===== config.mk =====
export PLATFORM = sky130hd
export DESIGN_NAME = clk_divider_mc_flat
export DESIGN_NICKNAME = d
export VERILOG_FILES = /design/src/rtl/clk_divider_mc_if.sv /design/src/rtl/clk_divider_mc.sv /design/src/flat_wrapper.sv
export SDC_FILE = /design/constraint.sdc
export NUM_CORES = 1
export LEC_CHECK = 0
export CAP_MARGIN = 20
export CORE_ASPECT_RATIO = 1.1
export CORE_MARGIN = 4
export CORE_UTILIZATION = 65
export CTS_BUF_LIST = sky130_fd_sc_hd__clkbuf_16
export DETAILED_ROUTE_END_ITERATION = 7
export GPL_TIMING_DRIVEN = 0
export PLACE_DENSITY = 0.84
export SYNTH_ARGS = -nofsm -noshare
export SYNTH_HDL_FRONTEND = slang
export SYNTH_SLANG_ARGS = --single-unit

===== constraint.sdc =====
create_clock -name i_clk -period 8.09 [get_ports i_clk]
set_input_delay 1.618 -clock i_clk [delete_from_list [all_inputs] [get_ports i_clk]]
set_output_delay 1.618 -clock i_clk [all_outputs]
set_load 0.02 [all_outputs]

===== src/rtl/clk_divider_mc_if.sv =====
// Ratio-write bus for clk_divider_mc: a one-cycle strobe carrying the target
// channel and the new full-period divide ratio.
interface clk_divider_mc_if #(
    parameter int CH_W  = 1,
    parameter int DIV_W = 16
);
    logic             i_wr_en;
    logic [CH_W-1:0]  i_wr_ch;
    logic [DIV_W-1:0] i_wr_div;

    modport master (output i_wr_en, i_wr_ch, i_wr_div);
    modport slave  (input  i_wr_en, i_wr_ch, i_wr_div);
endinterface


===== src/rtl/clk_divider_mc.sv =====
// Multi-channel programmable clock divider / tick generator with odd-ratio support
// and glitch-free ratio updates at period boundaries. Optional: CLK_DIVIDER_MC_SYNC_EN.
module clk_divider_mc_ch #(
    parameter int               DIV_W   = 16,
    parameter logic [DIV_W-1:0] DEF_DIV = 2
) (
    input  logic             i_clk,
    input  logic             rst,
    input  logic             i_en,
    input  logic             i_sync,
    input  logic             i_wr,
    input  logic [DIV_W-1:0] i_wr_div,
    output logic             o_clk,
    output logic             o_tick,
    output logic             o_pend
);
    localparam logic [DIV_W-1:0] RST_CNT = (DEF_DIV < DIV_W'(2)) ? '0 : DEF_DIV - DIV_W'(1);

    logic [DIV_W-1:0] div_q, div_d, pdiv_q, pdiv_d, cnt_q, cnt_d, div_nx;
    logic             pend_q, pend_d, clk_q, clk_d, tick_q, tick_d;
    logic [DIV_W:0]   cnt_inc, half;
    logic             wrap;

    // Widened by one bit so the ratio 2^DIV_W-1 still rounds up correctly.
    assign cnt_inc = {1'b0, cnt_q} + (DIV_W+1)'(1);
    assign half    = ({1'b0, div_q} + (DIV_W+1)'(1)) >> 1;
    assign wrap    = (div_q < DIV_W'(2)) || (cnt_q == div_q - DIV_W'(1));
    assign div_nx  = pend_q ? pdiv_q : div_q;

    always_comb begin
        div_d  = div_q;
        pdiv_d = pdiv_q;
        pend_d = pend_q;
        cnt_d  = cnt_q;
        clk_d  = clk_q;
        tick_d = 1'b0;
        if (i_en) begin
            if (i_sync) begin
                div_d  = div_nx;
                pend_d = 1'b0;
                cnt_d  = '0;
                clk_d  = 1'b1;
                tick_d = 1'b1;
            end else if (wrap) begin
                div_d  = div_nx;
                pend_d = 1'b0;
                cnt_d  = '0;
                clk_d  = (div_nx >= DIV_W'(2));
                tick_d = 1'b1;
            end else begin
                cnt_d = cnt_inc[DIV_W-1:0];
                clk_d = (cnt_inc < half);
            end
        end
        // A write on the apply edge wins the pending flag, so it waits a full period.
        if (i_wr) begin
            pdiv_d = i_wr_div;
            pend_d = 1'b1;
        end
    end

    always_ff @(posedge i_clk) begin
        if (rst) begin
            div_q  <= DEF_DIV;
            pdiv_q <= '0;
            pend_q <= 1'b0;
            cnt_q  <= RST_CNT;
            clk_q  <= 1'b0;
            tick_q <= 1'b0;
        end else begin
            div_q  <= div_d;
            pdiv_q <= pdiv_d;
            pend_q <= pend_d;
            cnt_q  <= cnt_d;
            clk_q  <= clk_d;
            tick_q <= tick_d;
        end
    end

    assign o_clk  = clk_q;
    assign o_tick = tick_q;
    assign o_pend = pend_q;
endmodule

module clk_divider_mc #(
    parameter int FRECUENCY_IN  = 10,
    parameter int FRECUENCY_OUT = 5,
    parameter int NUM_CH        = 2,
    parameter int DIV_W         = 16,
    parameter int DEFAULT_DIV   = FRECUENCY_IN / FRECUENCY_OUT,
    parameter int CH_W          = (NUM_CH > 1) ? $clog2(NUM_CH) : 1
) (
    input  logic                 i_clk,
    input  logic                 rst,
    input  logic                 i_en,
`ifdef CLK_DIVIDER_MC_SYNC_EN
    input  logic                 i_sync,
`endif
    clk_divider_mc_if.slave      wr,
    output logic [NUM_CH-1:0]    o_clk,
    output logic [NUM_CH-1:0]    o_tick,
    output logic [NUM_CH-1:0]    o_pend
);
    logic sync;
`ifdef CLK_DIVIDER_MC_SYNC_EN
    assign sync = i_sync;
`else
    assign sync = 1'b0;
`endif

    for (genvar g = 0; g < NUM_CH; g++) begin : g_ch
        // Channel codes at or above NUM_CH match no lane and are dropped.
        logic hit;
        assign hit = wr.i_wr_en && (wr.i_wr_ch == CH_W'(g));

        clk_divider_mc_ch #(
            .DIV_W   (DIV_W),
            .DEF_DIV (DIV_W'(DEFAULT_DIV))
        ) u_ch (
            .i_clk    (i_clk),
            .rst      (rst),
            .i_en     (i_en),
            .i_sync   (sync),
            .i_wr     (hit),
            .i_wr_div (wr.i_wr_div),
            .o_clk    (o_clk[g]),
            .o_tick   (o_tick[g]),
            .o_pend   (o_pend[g])
        );
    end
endmodule


===== src/flat_wrapper.sv =====
// flat-port wrapper written by rule: the top's interface ports become plain ports
module clk_divider_mc_flat 
#(
    parameter int FRECUENCY_IN  = 10,
    parameter int FRECUENCY_OUT = 5,
    parameter int NUM_CH        = 2,
    parameter int DIV_W         = 16,
    parameter int DEFAULT_DIV   = FRECUENCY_IN / FRECUENCY_OUT,
    parameter int CH_W          = (NUM_CH > 1) ? $clog2(NUM_CH) : 1
)
  (i_clk, rst, i_en, o_clk, o_tick, o_pend, wr_i_wr_en, wr_i_wr_ch, wr_i_wr_div);
  clk_divider_mc_if #(.CH_W(CH_W), .DIV_W(DIV_W)) wr_i ();
  input  logic i_clk;
  input  logic rst;
  input  logic i_en;
  output logic [NUM_CH-1:0] o_clk;
  output logic [NUM_CH-1:0] o_tick;
  output logic [NUM_CH-1:0] o_pend;
  input wire logic [$bits(wr_i.i_wr_en)-1:0] wr_i_wr_en;
  input wire logic [$bits(wr_i.i_wr_ch)-1:0] wr_i_wr_ch;
  input wire logic [$bits(wr_i.i_wr_div)-1:0] wr_i_wr_div;
  assign wr_i.i_wr_en = wr_i_wr_en;
  assign wr_i.i_wr_ch = wr_i_wr_ch;
  assign wr_i.i_wr_div = wr_i_wr_div;
  clk_divider_mc #(.FRECUENCY_IN(FRECUENCY_IN), .FRECUENCY_OUT(FRECUENCY_OUT), .NUM_CH(NUM_CH), .DIV_W(DIV_W), .DEFAULT_DIV(DEFAULT_DIV), .CH_W(CH_W)) u_core (.i_clk(i_clk), .rst(rst), .i_en(i_en), .wr(wr_i), .o_clk(o_clk), .o_tick(o_tick), .o_pend(o_pend));
endmodule

Yosys cells after proc, flatten, opt, wreduce, memory -nomap -nowiden
Cells that the tools add are included.

Register bits after elaboration: 102. Bits of input ports: 21. Output and inout port bits: 6. Word-level logic and storage cells: 55.

Add/sub/neg operators: 6. Magnitude comparators: 6. Eq/ne operators: 2. Mux-type cells: 14. Bitwise gates (word level): 2. Reductions and logical operators: 13.

Operators with widths (number): $add A16 B1 Y17 const B (4); $mux W16 (4); $lt A17 B16 Y1 (2); $eq A16 B16 Y1 (2); $ge A16 B2 Y1 const B (2); $lt A16 B2 Y1 const B (2); $sub A16 B1 Y16 const B (2); $mux W1 (10); $reduce_and A2 Y1 (4); $reduce_bool A2 Y1 (4); $logic_and A1 B1 Y1 (2); $logic_or A1 B1 Y1 (2); $not A1 Y1 (2); $reduce_or A2 Y1 (1).

Logic depth before layout (Yosys ltp)
Word-level depth: 6. Depth in mapped cells: 16. Depth with buffers taken out: 15.

Hierarchy
A second synthesis with hierarchy kept.

Cell total of the unflattened synthesis: 843. Area total of the unflattened synthesis: 7075.5 µm².

By module, submodules not included: clk_divider_mc_ch (u_core.g_ch[1].u_ch) (times used 1, cells each 417, area an instance 3573.4 µm², seq. area each 1021.0 µm²); clk_divider_mc_ch (u_core.g_ch[0].u_ch) (times used 1, cells each 423, area an instance 3482.1 µm², seq. area each 1021.0 µm²); clk_divider_mc (times used 1, cells each 3, area an instance 20.0 µm², seq. area each 0.0 µm²).

Worst setup path before layout
OpenSTA, ideal clock, no wires.

Kind: reg-to-reg. From: reg u_core.g_ch[1].u_ch.div_q[2]. To: reg u_core.g_ch[1].u_ch.clk_q. Setup time: 0.086 ns. Arrival time: 2.945 ns. Data required time: 8.004 ns. Slack: 5.059 ns. Stages on the path, launching flop included: 14. Path buffers: 1. Clock period less this slack: 3.031 ns. Cell sequence: dfxtp_1 -> clkbuf_1 -> and3_1 -> and2_1 -> nand2_1 -> nor3_1 -> nand4_1 -> xor2_1 -> ha_1 -> and3_1 -> a221oi_1 -> nand3_1 -> mux2_2 -> a211oi_1.

Word-level cells in the longest chain between the ends: 4. Elaborated cells between the ends (all ways): 9. Classes of those cells: add/sub (2); order compare (3); eq/ne (1); mux (2); reduce/logical (1).

Ends and longest elaborated chain: start, declared (line clk_divider_mc.sv:19) `logic [DIV_W-1:0] div_q, div_d, pdiv_q, pdiv_d, cnt_q, cnt_d, div_nx;`; start signal, assigned (line clk_divider_mc.sv:71) `div_q <= div_d;`; parallel branches: the longest is 3 deep, another holds $add A16 B1 Y17; $mux W1 (*) (line clk_divider_mc.sv:44) `end else if (wrap) begin`; end signal, assigned (line clk_divider_mc.sv:75) `clk_q <= clk_d;`; end, declared (line clk_divider_mc.sv:20) `logic pend_q, pend_d, clk_q, clk_d, tick_q, tick_d;`.

Every way passes the cells marked *. A chain may end at the register's enable or synchronous reset.

Worst setup path after layout
Ends and elaborated chain as after synthesis.

==> metrics.md <==
| Metric | Value |
|---|---|
| Critical path peak fanout | `10` |
| Sequential element share of the synthesized area | `0.298` |
| Multi-input logic area | `4390 um^2` |
| Residual DRC | `0` |
| Area share of the largest cell type after synthesis | `0.298` |
| Site Rows | `39` |
| Mapped Area | `6860 um^2` |
| Dpl cells | `1,031` |
| Die area | `12,300 um^2` |
| Layout cells sized above 1 | `0.0453` |
| Placed Instance Area | `7280 um^2` |
| Vias per inst | `6.22` |
| Critical Path RT | `8.35 ns` |
| Crit Path Category | `flop to flop` |
| Syn Inst Count | `864` |
| Reg area | `2040 um^2` |
| Setup Skew | `0.00790 ns` |
| Worst vdd ir | `0.188 mV` |
| Final-report setup violation count | `0` |
| Final min period | `3.88 ns` |
| GRT Resource Usage Total | `0.300` |
| Flops & latches, synth | `102` |
| Syn_nets | `921` |
| Initial antenna violation count | `0` |
| Synthesized area per cell | `7.94 um^2` |
| FILL cells | `830` |
| CTS Hold Bufs | `0` |
| PD cells | `178 nW/um^2` |
| Post-synth EDFFs | `0` |
| Worst-margin pin slew | `0.801 ns` |
| Core outline area | `10,300 um^2` |
| Detailed Routing Iterations Pass 1 | `8` |
| Yosys warns | `0` |
| Max cap viols | `0` |
| Post-CTS setup buffers | `0` |
| Top FF cell, synth | `dfxtp_1` |
| Placer Congestion | `0.909` |
| Total grt overflow | `0` |
| Final period util | `0.479` |
| Final Instance Area | `7580 um^2` |
| Hold Path Class | `flop to flop` |
| H-tree depth | `3` |
| Crit start category | `flop` |
| CTS tree | `done` |
| Number of global-route vias before repair | `6,112` |
| Grt peak-use layer | `met2` |
| Final #Nets | `957` |
| Dpl hpwl | `13,500 um` |
| Fin cells | `1,048` |
| Die H | `116 um` |
| GR Layer Usage met3 | `0.0384` |
| Clock root cell | `clkbuf_16` |
| Fmax | `258 MHz` |
| Worst-Skew Late Latency | `0.36 ns` |
| Area growth syn-to-layout | `10.5%` |
| Layout Utilization | `0.733` |
| Clock tree buffer depth | `2` |
| # diodes | `0` |
| Clk sinks | `102` |
| 1st-iter DRT viols | `604` |
| Die width | `106 um` |
| Most frequent cell after synthesis | `dfxtp_1` |
| Fin. Hold Viols | `0` |
| Largest net degree at the start of global routing | `18` |
| Final Max Slew Viols | `0` |
| Total negative slack | `0 ns` |
| Vias | `6,521` |
| I/O Buffers | `24` |
| Drt wl/cell | `17.3 um` |
| Yosys top cell by area | `dfxtp_1` |
| Worst-path clk slew | `0.07 ns` |
| Ys async rst share | `0` |
| Top cells by count, synth | `dfxtp_1, nand2_1, a21oi_1` |
| Grt met2 use | `0.498` |
| I/O pin count | `27` |
| Status | `finished clean` |
| Post_cts resized | `0` |
| GRT met1 Usage | `0.398` |
| TritonCTS buffer count | `9` |
| WP data arrival | `4.13 ns` |
| Worst Setup End Kind | `flop` |
| R2r setup slk | `4.21 ns` |
| Leak | `2.74 nW` |
| Top area cells in the synthesized netlist | `dfxtp_1, ha_1, xnor2_1, nand2_1, xor2_1` |
| ANT nets after route | `0` |
| Overall power | `1.35 mW` |
| RSZ-0062 raised after global routing | `no` |
| Max_slew headroom | `0.461` |
| First-pass GRT wire length | `29,700 um` |
| Initial Util | `0.663` |
| Yosys cell types | `62` |
| Final wirelength | `18,100 um` |
## routing by layer
metal  wire, um  part of all wire
met1       7910              0.44
met2       8440              0.47
met3       1340             0.074
met4        412             0.023
met5          0                 0
## report_power, final
group	switching [mW]	internal (mW)	total (mW)
logic	0.222	0.135	0.357
clock network	0.206	0.242	0.448
registers	0.0203	0.523	0.543
total	0.448	0.900	1.35
## cell type report
| type | instances | area share |
|---|---|---|
| multi-input combinational | 664 | 0.578 |
| sequential | 102 | 0.269 |
| buffer | 81 | 0.0487 |
| timing repair buffer | 25 | 0.0323 |
| clock buffer | 9 | 0.0297 |
| tap | 143 | 0.0236 |
| clock inverter | 7 | 0.00957 |
| inverter | 17 | 0.00842 |
## through the flow
step | hold slack, ns | setup WS, ns
after floorplan | 0.437 | 5.06
after global placement | 0.448 | 4.39
after detailed placement | 0.458 | 4.35
after CTS | 0.467 | 4.30
after global routing | 0.483 | 3.88
final | 0.471 | 4.21
## worst max-delay path, stage by stage (launching register included)
cell and delay [ns]:
dfxtp_1 0.36, clkbuf_1 0.39, and3_1 0.25, and2_1 0.16
nand2_1 0.06, nor3_1 0.62, nand2_1 0.15, xor2_1 0.18
ha_1 0.31, a211oi_1 0.24, o21ai_0 0.11, o21ai_0 0.21
nand3_1 0.15, mux2_2 0.31, a211oi_1 0.28
## sequential cells by signal (all words and copies together) (netlist names)
register	flops
u_core.g_ch.u_ch.cnt_q	32
u_core.g_ch.u_ch.div_q	32
u_core.g_ch.u_ch.pdiv_q	32
u_core.g_ch.u_ch.o_clk	2
u_core.g_ch.u_ch.o_pend	2
u_core.g_ch.u_ch.o_tick	2
## path summary, 6_finish.rpt
kind | cells past startpoint | start | endpoint
hold / removal | 2 | u_core.g_ch[1].u_ch.pdiv_q[0] | u_core.g_ch[1].u_ch.pdiv_q[0]
setup reg to reg | 14 | u_core.g_ch[1].u_ch.div_q[2] | u_core.g_ch[1].u_ch.o_clk
setup / recovery | 14 | u_core.g_ch[1].u_ch.div_q[2] | u_core.g_ch[1].u_ch.o_clk
hold reg to reg | 2 | u_core.g_ch[1].u_ch.pdiv_q[0] | u_core.g_ch[1].u_ch.pdiv_q[0]
## cell usage in the layout (no fill, tap or decap), types with 12 or more instances in the layout
cell type / instances
nand2_1: 98
nor3_1: 20
o21ai_0: 34
nand2b_1: 41
a32o_1: 22
mux2i_1: 20
and3_1: 12
ha_1: 36
clkdlybuf4s50_1: 24
nand3_1: 43
nor4_1: 21
nand4_1: 26
clkbuf_1: 60
a21oi_1: 71
xor2_1: 42
dfxtp_1: 102
inv_1: 17
xnor2_1: 49
nor2_1: 36
## cells by family after synthesis
family / Yosys count / synth area share
buffers and inverters: 98 / 0.0631
AND/OR/NAND/NOR: 337 / 0.254
XOR/XNOR: 91 / 0.116
flip-flops: 102 / 0.298
multiplexers: 21 / 0.0308
AO/OA/AOI/OAI: 179 / 0.173
adder cells (fa/ha/maj): 36 / 0.0657
Power figures use the tool's default switching activity.
==> RTL edit 1, RTL diff (config.mk and constraints unchanged) <==
`NUM_CH` is set to 2 in 2 places; all go to 4.
--- a/src/rtl/clk_divider_mc.sv
+++ b/src/rtl/clk_divider_mc.sv
@@ -85,7 +85,7 @@
 module clk_divider_mc #(
     parameter int FRECUENCY_IN  = 10,
     parameter int FRECUENCY_OUT = 5,
-    parameter int NUM_CH        = 2,
+    parameter int NUM_CH        = 4,
     parameter int DIV_W         = 16,
     parameter int DEFAULT_DIV   = FRECUENCY_IN / FRECUENCY_OUT,
     parameter int CH_W          = (NUM_CH > 1) ? $clog2(NUM_CH) : 1
--- a/src/flat_wrapper.sv
+++ b/src/flat_wrapper.sv
@@ -3,7 +3,7 @@
 #(
     parameter int FRECUENCY_IN  = 10,
     parameter int FRECUENCY_OUT = 5,
-    parameter int NUM_CH        = 2,
+    parameter int NUM_CH        = 4,
     parameter int DIV_W         = 16,
     parameter int DEFAULT_DIV   = FRECUENCY_IN / FRECUENCY_OUT,
     parameter int CH_W          = (NUM_CH > 1) ? $clog2(NUM_CH) : 1
Interface: changed (resized o_clk, o_pend, o_tick and wr_i_wr_ch); port bits go from 27 to 34. No check against the original RTL was run, so the function may have changed too.
==> RTL edit 1 against the original RTL <==
Wire length is 92% higher. Sequential cell count is 102 higher. Setup slack worse by 23 ps. Sequential power is 95% higher. Total power is 86% higher. Final area is 91% higher. Combinational power is 9.2% higher. Area after synthesis is 91% higher. Largest cell class unchanged.
==> RTL edit 1: results (changes against the original RTL) <==
- Run status: finished, final reports clean
- Maximum root-to-sink buffer count: 3 (+1)
- # nets final: 1,773 (+85%)
- FFs w/ async S/R, synth: 0% (unchanged)
- Slew Viols, Final: 0 (unchanged)
- Initial DRT Pass Iterations: 5 (-3)
- Slowest stage cell, crit path: sky130_fd_sc_hd__nor2_1
- Arr. time, crit path: 4350 ps (+220 ps)
- Vias after detailed routing: 12,200 (+87%)
- Routed wire per std cell: 17.9 um (+3.5%)
- Maximum number of pins on one net before global-route repair: 15 (-3)
- H-tree depth: 1 (-2)
- Via count of the first global-routing pass: 11,700 (+91%)
- Global-route wire length before repair: 56.5 mm (+90%)
- Delay of the slowest critical-path stage: 870 ps (+250 ps)
- Count of port buffers added during placement: 31 (+29%)
- Quantity of gates resized following cts: 0 (unchanged)
- Detailed-placement wirelength estimate: 25.6 mm (+90%)
- Total clock buffers created by CTS: 23 (+14)
- Most used standard cells in the synthesized netlist: sky130_fd_sc_hd__nand2_1, sky130_fd_sc_hd__dfxtp_1, sky130_fd_sc_hd__nor2_1
- Largest registers ranked by flip-flop count: u_core.g_ch.u_ch.cnt_q x64, u_core.g_ch.u_ch.div_q x64, u_core.g_ch.u_ch.pdiv_q x64
- Peak supply drop: 0.179 mV (-4.7%)
- Sequential share of the synthesized area: 31.1% (+1.3 points)
- Post-Place Worst Slack: 3780 ps (-563 ps)
- Net switching power figure: 0.704 mW (+57%)
- Clock Pin Slew Worst Setup and Hold Paths: around 60 ps
- Largest cells by area after synthesis: sky130_fd_sc_hd__dfxtp_1, sky130_fd_sc_hd__xnor2_1, sky130_fd_sc_hd__ha_1
- Hold/Removal Path Class: register to register
- Biggest fanout along the worst timing path: 10 (unchanged)
- Post-Syn Nets: 1,717 (+86%)
- Ratio of cells with drive above 1 in the final layout: 5.02% (+0.49 points)
- Clk root buf: sky130_fd_sc_hd__clkbuf_16
- Synthesis warning total: 0 (unchanged)
- Worst-case headroom to the max-slew limit: 20.7% (-25 points)
- Number of antenna violations at the first check in global routing: 1 (+1)
- Number of setup buffers added after CTS: 0 (unchanged)
- GPL Wtd Cong: 0.931 (+2.4%)
- Worst clock skew: 17.8 ps (+9.87 ps)
- Dominant synthesized flop cell: sky130_fd_sc_hd__dfxtp_1
- Leak: 5.72 nW (+110%)
- Count of unresolved DRC violations after routing: 0 (unchanged)
- Global router's overall resource usage: 30.4% (+0.40 points)
- Insertion delay to the later sink of the worst-skew pair: 520 ps (+160 ps)
- Antenna Diode Count: 0 (unchanged)
- DRC violation total after the first TritonRoute iteration: 1,068 (+77%)
- Number of library cell types mapped by synthesis: 72 (+16%)
[RTL edit 1: layout make-up]
class / count / area (sq um)
fillers: 1596 / 5350
clock inverters: 17 / 174
well taps: 252 / 315
inverters: 20 / 75.1
plain buffers: 142 / 638
multi-input cells: 1257 / 8340
flip-flops and latches: 204 / 4080
clock buffers: 23 / 576
repair buffers: 31 / 310
[RTL edit 1: kinds of logic after synthesis]
family                     share of synthesized area [%]
buffers and inverters                               5.43
and+or+nand+nor                                     23.4
muxes                                               3.83
DFF                                                 31.1
adders and majority gates                           6.86
xor gates and xnor gates                            12.5
AOI/OAI and AO/OA                                   16.9
[RTL edit 1: per-stage QoR]
step / total power, mW / hold WS (ps) / std cells / area, sq um
finish: 2.51 / 450 / 1946 / 14500
global placement: 1.45 / 440 / 1906 / 13800
floorplan: 1.33 / 431 / 1623 / 13100
global route: 2.58 / 468 / 1946 / 14500
detailed placement: 1.46 / 442 / 1906 / 13800
CTS: 2.51 / 450 / 1946 / 14500
[RTL edit 1: power groups by stage]
stage	clock network [mW]	logic, mW	registers [mW]
2_1_floorplan	0	0.261	1.07
3_3_place_gp	0	0.372	1.08
3_5_place_dp	0	0.383	1.08
4_1_cts	1.06	0.386	1.06
5_1_grt	1.10	0.423	1.06
6_report	1.06	0.390	1.06
[RTL edit 1: path summary, 6_finish.rpt]
path	from	to	slack, ps	cells past startpoint
max reg2reg	u_core.g_ch[1].u_ch.div_q[0]	u_core.g_ch[1].u_ch.cnt_q[2]	4370	12
max	i_en	u_core.g_ch[3].u_ch.cnt_q[6]	4190	5
min reg2reg	u_core.g_ch[3].u_ch.pdiv_q[0]	u_core.g_ch[3].u_ch.pdiv_q[0]	450	2
min	u_core.g_ch[3].u_ch.pdiv_q[0]	u_core.g_ch[3].u_ch.pdiv_q[0]	450	2
[RTL edit 1: critical path: cells and delay by family]
family,cells,cell delay (ps)
AOI/OAI and AO/OA,1,270
buffers and inverters,3,1590
and+or+nand+nor,1,870
[RTL edit 1: layer usage]
metal	vias to the layer above	part of all wire (%)	wire length, um	global-route usage [%]
li1	5887	-	-	-
met1	5761	41	14400	38.4
met2	437	47	16400	51.7
met3	106	7.7	2670	5.20
met4	2	4.0	1390	11.7
met5	-	0.037	13	0
==> RTL edit 2, RTL diff (same flow settings) <==
Made on the original files. Register the input `i_en` before use. The logic sees it one clock later. The other inputs are not delayed to match.
--- a/src/rtl/clk_divider_mc.sv
+++ b/src/rtl/clk_divider_mc.sv
@@ -101,6 +101,13 @@
     output logic [NUM_CH-1:0]    o_tick,
     output logic [NUM_CH-1:0]    o_pend
 );
+
+    logic i_en_q;
+
+    always_ff @(posedge i_clk) begin
+        i_en_q <= i_en;
+    end
+
     logic sync;
 `ifdef CLK_DIVIDER_MC_SYNC_EN
     assign sync = i_sync;
@@ -119,7 +126,7 @@
         ) u_ch (
             .i_clk    (i_clk),
             .rst      (rst),
-            .i_en     (i_en),
+            .i_en     (i_en_q),
             .i_sync   (sync),
             .i_wr     (hit),
             .i_wr_div (wr.i_wr_div),
Check against the original RTL: not equivalent (a bounded check fails within 4 cycles, from zero or initial values and one cycle with rst high).
==> RTL edit 2 against the original RTL <==
Clock skew is 2.8 ps higher. Final area is 1.7% lower. Total power is 4.3% higher. Critical path depth is 3 lower. Area after synthesis is 1.7% lower. First-iteration DRC count is 9.1% higher. Fmax is 0.56% lower. Via count is 1.1% higher. Global-route usage is 1.2 points higher. Sequential cell count is 1 higher. Setup slack worse by 22 ps. Wire length is 2.2% higher. Cell count is 3.5% lower. Largest cell class unchanged.
==> RTL edit 2: results (changes against the original RTL) <==
- Run status: finished, final reports clean
- Sequential cell fraction of total power: 39.0% (-1.3 points)
- FF-to-FF setup slack: 4190 ps (-20 ps)
- Clock share of power: 31.2% (-2.0 points)
- Critical R2R Launch: u_core.g_ch[0].u_ch.div_q[1]
- Count of port buffers added during placement: 26 (+8.3%)
- GPL Wtd Cong: 0.905 (-0.43%)
- Synthesized area per cell: 7.94 sq um (about the same)
- Ratio of cells with drive above 1 in the final layout: 4.60% (+0.071 points)
- Sequential power: 0.549 mW (+1%)
- Maximum number of pins on one net before global-route repair: 18 (unchanged)
- Share of the synthesized area in compound gates (AO/OA/AOI/OAI): 20.8% (+3.5 points)
- # nets final: 943 (-1.5%)
- Peak supply drop: 0.128 mV (-32%)
- Start point of the worst hold path: u_core.g_ch[0].u_ch.pdiv_q[9]
- Mux contribution to synthesized area: 0.297% (-2.8 points)
- Adder-cell share of the synthesized area: 6.68% (+0.11 points)
- Biggest fanout along the worst timing path: 10 (unchanged)
- Post-place instance area: 7150 sq um (-1.7%)
- Vias after detailed routing: 6,592 (+1.1%)
- Detailed-placement wirelength estimate: 13.7 mm (+1.5%)
- Sequential share of the synthesized area: 30.6% (+0.82 points)
- Average via count per standard cell: 6.52 (+4.8%)
- Antenna Diode Count: 0 (unchanged)
- Worst hold slack: 480 ps (+8.84 ps)
- Routed wire per std cell: 18.3 um (+5.9%)
- Post-Syn Nets: 906 (-1.6%)
- Global router's overall resource usage: 31.2% (+1.2 points)
- Parity-gate share of the synthesized area counting xor and xnor cells: 12.6% (+0.98 points)
- Number of antenna violations at the first check in global routing: 0 (unchanged)
- Capturing instance or port of the critical path: u_core.g_ch[0].u_ch.div_q[11]
- Share of the synthesized area in the top cell type: 30.6% (+0.82 points)
- Endpoint with the worst hold slack: u_core.g_ch[0].u_ch.pdiv_q[9]
- Delay of the slowest critical-path stage: 770 ps (+150 ps)
- Most common cell in the netlist: sky130_fd_sc_hd__nand2_1
- Total placed cells including tap cells: 995 (-3.5%)
- Via count of the first global-routing pass: 6,448 (+5.5%)
- Worst clock skew: 10.7 ps (+2.83 ps)
- Number of library cell types mapped by synthesis: 65 (+4.8%)
- Initial DRT Pass Iterations: 6 (-2)
- Post-Place Worst Slack: 4270 ps (-75.6 ps)
- Transition time at the pin with the least slew margin: 986 ps (+186 ps)
- DRC violation total after the first TritonRoute iteration: 659 (+9.1%)
- Leak: 2.70 nW (-1.5%)
- Slowest stage cell, crit path: sky130_fd_sc_hd__nor3b_1
- Global-route wire length before repair: 31.0 mm (+4.3%)
- Arr. time, crit path: 4180 ps (+50 ps)
- Period utilisation layout: 48.2% (+0.27 points)
- Reg-to-reg critical path endpoint: u_core.g_ch[0].u_ch.div_q[11]
- Most used standard cells in the synthesized netlist: sky130_fd_sc_hd__nand2_1, sky130_fd_sc_hd__dfxtp_1, sky130_fd_sc_hd__a21oi_1
- Largest cells by area after synthesis: sky130_fd_sc_hd__dfxtp_1, sky130_fd_sc_hd__ha_1, sky130_fd_sc_hd__xor2_1
- Switch share: 34.4% (+1.2 points)
[RTL edit 2: changes by cell type in the layout (fill, tap and decap cells not counted), moves of 9 or more]
cell and change:
sky130_fd_sc_hd__nand3_1 -13, sky130_fd_sc_hd__mux2i_1 -18, sky130_fd_sc_hd__nand4_1 +12, sky130_fd_sc_hd__o21ai_1 +14, sky130_fd_sc_hd__nand2b_1 -31, sky130_fd_sc_hd__xor2_1 +9
[RTL edit 2: layer usage]
metal | GRT usage [%] | part of all wire, % | vias to the layer above
met5 | 0 | 0 | -
met1 | 38.0 | 42 | 3142
met2 | 56.1 | 49 | 262
li1 | - | - | 3143
met3 | 3.37 | 5.8 | 45
met4 | 13.3 | 2.7 | 0
[RTL edit 2: area by class of cell]
type | instances | area (sq um)
flip-flops and latches | 103 | 2060
clock inverters | 7 | 71.3
multi-input cells | 650 | 4240
inverters | 12 | 45.0
repair buffers | 26 | 260
fillers | 783 | 2530
well taps | 120 | 150
plain buffers | 84 | 395
clock buffers | 9 | 225
